--- src/rtl/cache_mem_arbiter.sv ---
// rtl/cache_mem_arbiter.sv - shares one RAM port between icache and dcache with dcache block lock and icache starvation guard
// Optional per-requester word counters (icnt/dcnt) when MEMARB_PERF_EN is defined.
module cache_mem_arbiter #(
  parameter int ADDR_W       = 32,
  parameter int DATA_W       = 32,
  parameter int STARVE_LIMIT = 4
) (
  input  logic              CLK,
  input  logic              RST,
  input  logic              iREN,
  input  logic [ADDR_W-1:0] iaddr,
  output logic              iwait,
  output logic [DATA_W-1:0] iload,
  input  logic              dREN,
  input  logic              dWEN,
  input  logic [ADDR_W-1:0] daddr,
  input  logic [DATA_W-1:0] dstore,
  output logic              dwait,
  output logic [DATA_W-1:0] dload,
  output logic              ramREN,
  output logic              ramWEN,
  output logic [ADDR_W-1:0] ramaddr,
  output logic [DATA_W-1:0] ramstore,
  input  logic [DATA_W-1:0] ramload,
  input  logic              ramack
`ifdef MEMARB_PERF_EN
  ,
  output logic [31:0]       icnt,
  output logic [31:0]       dcnt
`endif
);

  localparam int CW = (STARVE_LIMIT < 2) ? 1 : $clog2(STARVE_LIMIT + 1);
  localparam logic [CW-1:0] LIMIT = CW'(STARVE_LIMIT);

  typedef enum logic [1:0] {IDLE, IGNT, DGNT} state_t;

  state_t        state, next_state;
  logic [CW-1:0] starve_cnt;
  logic          dreq, forced, i_ack, d_ack, blk_done;

  assign dreq     = dREN | dWEN;
  assign forced   = (STARVE_LIMIT != 0) && iREN && (starve_cnt >= LIMIT);
  assign i_ack    = (state == IGNT) && ramack;
  assign d_ack    = (state == DGNT) && ramack;
  assign blk_done = d_ack && daddr[2];

  always_ff @(posedge CLK or posedge RST) begin
    if (RST) begin
      state      <= IDLE;
      starve_cnt <= '0;
    end else begin
      state <= next_state;
      if (i_ack)
        starve_cnt <= '0;
      else if (blk_done && iREN && (starve_cnt < LIMIT))
        starve_cnt <= starve_cnt + 1'b1;
    end
  end

  // Every grant returns through IDLE, giving the other requester a decision point.
  always_comb begin
    next_state = state;
    case (state)
      IDLE: begin
        if (dreq && !forced) next_state = DGNT;
        else if (iREN)       next_state = IGNT;
      end
      IGNT: begin
        if (ramack || !iREN) next_state = IDLE;
      end
      DGNT: begin
        if (ramack)     next_state = daddr[2] ? IDLE : DGNT;
        else if (!dreq) next_state = IDLE;
      end
      default: next_state = IDLE;
    endcase
  end

  always_comb begin
    ramREN   = 1'b0;
    ramWEN   = 1'b0;
    ramaddr  = '0;
    ramstore = '0;
    iwait    = 1'b1;
    dwait    = 1'b1;
    iload    = '0;
    dload    = '0;
    case (state)
      IGNT: begin
        ramREN  = 1'b1;
        ramaddr = iaddr;
        iwait   = ~ramack;
        iload   = ramload;
      end
      DGNT: begin
        ramREN   = dREN & ~dWEN;
        ramWEN   = dWEN;
        ramaddr  = daddr;
        ramstore = dstore;
        dwait    = ~ramack;
        dload    = ramload;
      end
      default: ;
    endcase
  end

`ifdef MEMARB_PERF_EN
  always_ff @(posedge CLK or posedge RST) begin
    if (RST) begin
      icnt <= '0;
      dcnt <= '0;
    end else begin
      if (i_ack && (icnt != 32'hFFFFFFFF)) icnt <= icnt + 32'd1;
      if (d_ack && (dcnt != 32'hFFFFFFFF)) dcnt <= dcnt + 32'd1;
    end
  end
`endif

endmodule
--- config.mk ---
export PLATFORM = sky130hd
export DESIGN_NAME = cache_mem_arbiter
export DESIGN_NICKNAME = d
export VERILOG_FILES = /design/src/rtl/cache_mem_arbiter.sv
export SDC_FILE = /design/constraint.sdc
export NUM_CORES = 1
export LEC_CHECK = 0
export BUFFER_PORTS_ARGS = -buffer_cell sky130_fd_sc_hd__buf_2
export CORE_AREA = 8 8 96 98
export DETAILED_ROUTE_END_ITERATION = 10
export DIE_AREA = 0 0 104 106
export MAX_ROUTING_LAYER = met4
export PLACE_DENSITY_LB_ADDON = 0.05
export SYNTH_ARGS = -nofsm -noshare
export SYNTH_HDL_FRONTEND = slang
export SYNTH_SLANG_ARGS = --single-unit
export TNS_END_PERCENT = 1
--- constraint.sdc ---
create_clock -name CLK -period 1.6 [get_ports CLK]
set_input_delay 0.32 -clock CLK [delete_from_list [all_inputs] [get_ports CLK]]
set_output_delay 0.32 -clock CLK [all_outputs]
set_load 0.1 [all_outputs]
# Word level (Yosys, flattened, before mapping)
# Cells that the tools add are included.
[op_classes] add_sub_neg=1 order_cmp=2 n_eq_ne=5 mux=17 n_bitwise=4 reduce_logical=13
[op_table] cell="2-to-1 mux 32 bit" n=3
[op_table] cell="case mux 32 bit (2 select lines)" n=1
[op_table] cell="2-to-1 mux 2 bit" n=6
[op_table] cell="logical AND 1 bit" n=7
[op_table] cell="2-to-1 mux 3 bit" n=2
[op_table] cell="inequality test 3 bit, second input constant" n=2
[op_table] cell="case mux 2 bit (3 select lines)" n=1
[op_table] cell="adder 3 x 1 -> 3 bit, second input constant" n=1
[op_table] cell="greater-or-equal comparator 3 bit, second input constant" n=1
[op_table] cell="less-than comparator 3 bit, second input constant" n=1
[op_table] cell="2-to-1 mux 1 bit" n=3
[op_table] cell="AND reduction 3 bit" n=1
[op_table] cell="== test 2 x 1 -> 1 bit, second input constant" n=1
[op_table] cell="== test 2 bit, second input constant" n=1
[op_table] cell="zero test 1 bit" n=2
[op_table] cell="zero test 2 bit" n=1
[op_table] cell="inequality test 2 x 1 -> 1 bit, second input constant" n=1
[op_table] cell="inverter 1 bit" n=2
[op_table] cell="case mux 1 bit (2 select lines)" n=1
[op_table] cell="nonzero test 2 bit" n=1
[op_table] cell="AND 1 bit" n=1
[op_table] cell="logical OR 1 bit" n=1
[op_table] cell="bitwise OR 1 bit" n=1
[word_totals] regBits=5 inputBits=134 output_inout_bits=132

# Depth between registers and ports, before layout
[logic_depth] word_depth=7 mapped_depth=7 depth_no_buf=6

# Least setup slack after synthesis
# Ideal clock, no wire load.
[synth_path] path_kind="reg-to-output" from="register state[0]" to="output ramREN" arrival_ns=3.250 t_required_ns=1.280 path_slack_ns=-1.970 stages_incl_launch_ff=7 n_path_buf=2 path_cell_list="dfrtp_1 -> inv_1 -> ha_1 -> buf_4 -> clkbuf_1 -> nand3b_1 -> a21boi_0"
[synth_via] elab_chain_cells=2 word_cells_on_any_way=3 classes_between="2 x eq/ne; 1 x mux"
[synth_lines] item="from (decl)" line="38" text="state_t state, next_state;"
[synth_lines] item="from (signal assigned)" line="53" text="state <= next_state;"
[synth_lines] item="== test 2 bit / == test 2 x 1 -> 1 bit (equally long branches)" line="89" text="case (state)"
[synth_lines] item="case mux 1 bit (2 select lines) (*)" line="89"
[synth_lines] item="to (decl)" line="20" text="output logic ramREN,"
# Every way passes the cells marked *; elsewhere a longest branch is shown, timed or not.

# Final worst setup path
[layout_path] from="register state[1]" to="output ramaddr[15]"
[layout_via] elab_chain_cells=2 word_cells_on_any_way=3 classes_between="2 x eq/ne; 1 x mux"
[layout_lines] item="== test 2 bit / == test 2 x 1 -> 1 bit (equally long branches)" line="89"
[layout_lines] item="case mux 32 bit (2 select lines) (*)" line="89"
[layout_lines] item="to (decl)" line="22" text="output logic [ADDR_W-1:0] ramaddr,"
# Marks and branches as above.

==> run_results.csv <==
group,metric,value,unit
route,dr_total_vias,2656,
floorplan,die_x,104,um
timing,finalHoldWorstSlack,0.406,ns
setup_path,critical_path_class,"register to output port",
floorplan,core,7850,sq um
timing,slew_headroom,78.6,%
logic_synthesis,synth-edff-count,0,
global_routing,pin_count_of_the_biggest_net_entering_global_routing,37,
place,gp_congestion,0.786,
global_routing,antenna_found_initial,0,
layout,antenna-diode-count,0,
logic_synthesis,synth.top_cells.by_count,"97 x and2_1, 32 x a22oi_1, 32 x nor2b_1",
setup_path,nature_of_the_critical_path_startpoint,"register",
timing,clock-skew-final,0.00106,ns
place,pre_cts_slack,-0.124,ns
logic_synthesis,ffs_latches_synth,5,
place,port_buf_inserts,265,
logic_synthesis,dominantRegCellSynth,"dfrtp_1",
timing,setup_slack,-0.342,ns
clock_network,cts_tree,"yes",
layout,layout.filler_cells,570,
logic_synthesis,syn_avg_cell_area,6.70,sq um
timing,hold_viol_final,0,
logic_synthesis,mappedNetlistArea,1490,sq um
hold_path,hold_class,"primary input to register",
logic_synthesis,synth.yosys.seq_area_share,8.41,%
setup_path,worst-endpoint-arrival,1.62,ns
logic_synthesis,synth_compound_gate_area_share,21.1,%
route,remaining_drc_errors,0,
route,post_drt_via_cell_ratio,4.44,
global_routing,track_usage,20.0,%
global_routing,first_global_vias,3009,
logic_synthesis,yosysTopAreaCell,"and2_1",
floorplan,vertical_die_dimension,106,um
logic_synthesis,netlist_top_cells_area,"and2_1 41%, a22oi_1 16%, nor2b_1 13%",
logic_synthesis,synth-async-reset-ratio,100,%
route,antenna_violating_nets_post_route,0,
timing,final_setup_violation_count,133,
timing,final.min_clock_period,1.94,ns
setup_path,cp_data_required_time,1.28,ns
layout,seqCellArea,126,sq um
logic_synthesis,syn-instance-count,222,
floorplan,num_io_pins,266,
route,wl,11300,um
route,avgRoutedWirePerCell,18.9,um
clock_network,cts-buffers-inserted,3,
logic_synthesis,synth.top_cell.area_share,40.8,%
layout,synthToLayoutAreaGrowth,294,%
logic_synthesis,synth.mux.area_fraction,1.43,%
run_status,violations,"negative setup slack",
clock_network,cts_buffer_depth,2,
logic_synthesis,synth_simple_gate_area_share,57.8,%
floorplan,dieArea,11000,sq um
place,place_hpwl,9480,um
layout,drive_gt1_share,93.1,%
clock_network,worstSkewPairLatency,0.22,ns
clock_network,clock-root-buffer,"clkbuf_8",
setup_path,path_max_fanout,8,
flow_run,cap_viol_max_count,0,
logic_synthesis,xor_and_xnor_area_share_after_synthesis,0.589,%
layout,multi_input_area,1880,sq um
floorplan,rows,33,
layout,design.final.nets,632,
logic_synthesis,synth_cell_types,23,
floorplan,floorplan.initialDensity,19.0,%
timing,rsz0062_at_grt,"yes",
clock_network,cts.sinks,5,
logic_synthesis,synthesized_area_fraction_occupied_by_adder_cells,3.36,%
clock_network,clock_tree.htree_level_count,1,
timing,worst-slew-pin-transition,0.321,ns
logic_synthesis,yosys_warnings,0,
run_status,result_of_the_run,"finished, violations left",
clock_network,clkSlewWorstSetupHoldPaths,0.03,ns
logic_synthesis,main_combinational_cell_family_by_area_after_synthesis,"simple AND/OR/NAND/NOR gates",
setup_path,crit_path_end_kind,"output port",
logic_synthesis,synthesis.nets,360,
global_routing,grt_first_pass_wirelength,17000,um
timing,final-max-slew-violation-count,0,
timing,post-route-period-util,121,%
timing,max_freq,515,MHz
logic_synthesis,post-synth-top-count-cell,"and2_1",
global_routing,global_route_total_overflow,0,
route,first_iter_violations,76,
route,detail_route.first_pass.iterations,4,
[final timing paths]
kind                                                start                   endpoint  slack [ns]  depth (start not counted)
worst max-delay path                 state[1]$_DFFE_PP0P_                ramaddr[15]       -0.34                          6
worst max register to register       state[1]$_DFFE_PP0P_       state[1]$_DFFE_PP0P_       -0.16                          7
min in group asynchronous                             RST       state[0]$_DFFE_PP0P_        0.57                          3
worst min register to register  starve_cnt[1]$_DFFE_PP0P_  starve_cnt[1]$_DFFE_PP0P_        0.56                          2
max in group asynchronous                             RST       state[1]$_DFFE_PP0P_        0.85                          3
worst min-delay path                               ramack  starve_cnt[2]$_DFFE_PP0P_        0.41                          2
[cell type report]
class	instances	share of cell area, %
repair buffers	289	62.4
multi-input cells	190	32.1
well taps	105	2.24
flip-flops and latches	5	2.16
clock buffers	4	0.769
inverters	5	0.320
[sequential cells by signal, summed over array words and instances, names as in the netlist]
signal,cells
starve_cnt,3
state,2
[placed cells by master (no fill, tap or decap), types with 6 or more instances in the layout]
cell and instances:
buf_12 136, buf_2 133, and2_4 61, and2_2 36, nor2b_4 32, a22oi_2 26
buf_6 11, a21oi_1 6, a22oi_1 6
[per-stage QoR]
stage	util, %	instances	TNS, ns	instance area [sq um]
floorplan	-	222	-21.51	1980
global placement	68.9	584	-6.70	5410
detailed placement	68.9	584	-9.40	5410
CTS	74.2	598	-34.15	5820
global route	74.7	598	-41.35	5860
finish	74.7	598	-32.73	5860
[metal layers]
metal	part of all wire [%]	wire length [um]	track usage (%)	vias to the layer above
li1	-	-	-	1271
met1	31	3500	17.5	1238
met2	56	6350	38.4	139
met3	12	1320	10.0	8
met4	1.0	114	2.59	0
met5	0	0	-	-
[logic make-up after synthesis]
family	Yosys count
AND/OR/NAND/NOR	138
AO/OA/AOI/OAI	45
buffers and inverters	27
flip-flops	5
adder cells (fa/ha/maj)	4
multiplexers	2
XOR/XNOR	1
[worst max-delay path: stages (launching register included)]
cell	delay (ns)
dfrtp_2	0.43
ha_4	0.23
buf_6	0.15
buf_16	0.14
a22oi_2	0.21
nor2b_4	0.07
buf_12	0.16
[repair_timing]
item                                    in CTS  in global routing
gates resized for setup                     77                 10
gates cloned                                 5                  0
hold buffers                                 1                  0
setup buffers                                4                  0
endpoints found under the setup margin     134                136
endpoints found under the hold margin        5                  0
pin swaps                                   45                  5
Power is left out: the tool's default activity adds up to more than one toggle a clock period on the data nets, which glitch-free logic cannot reach.
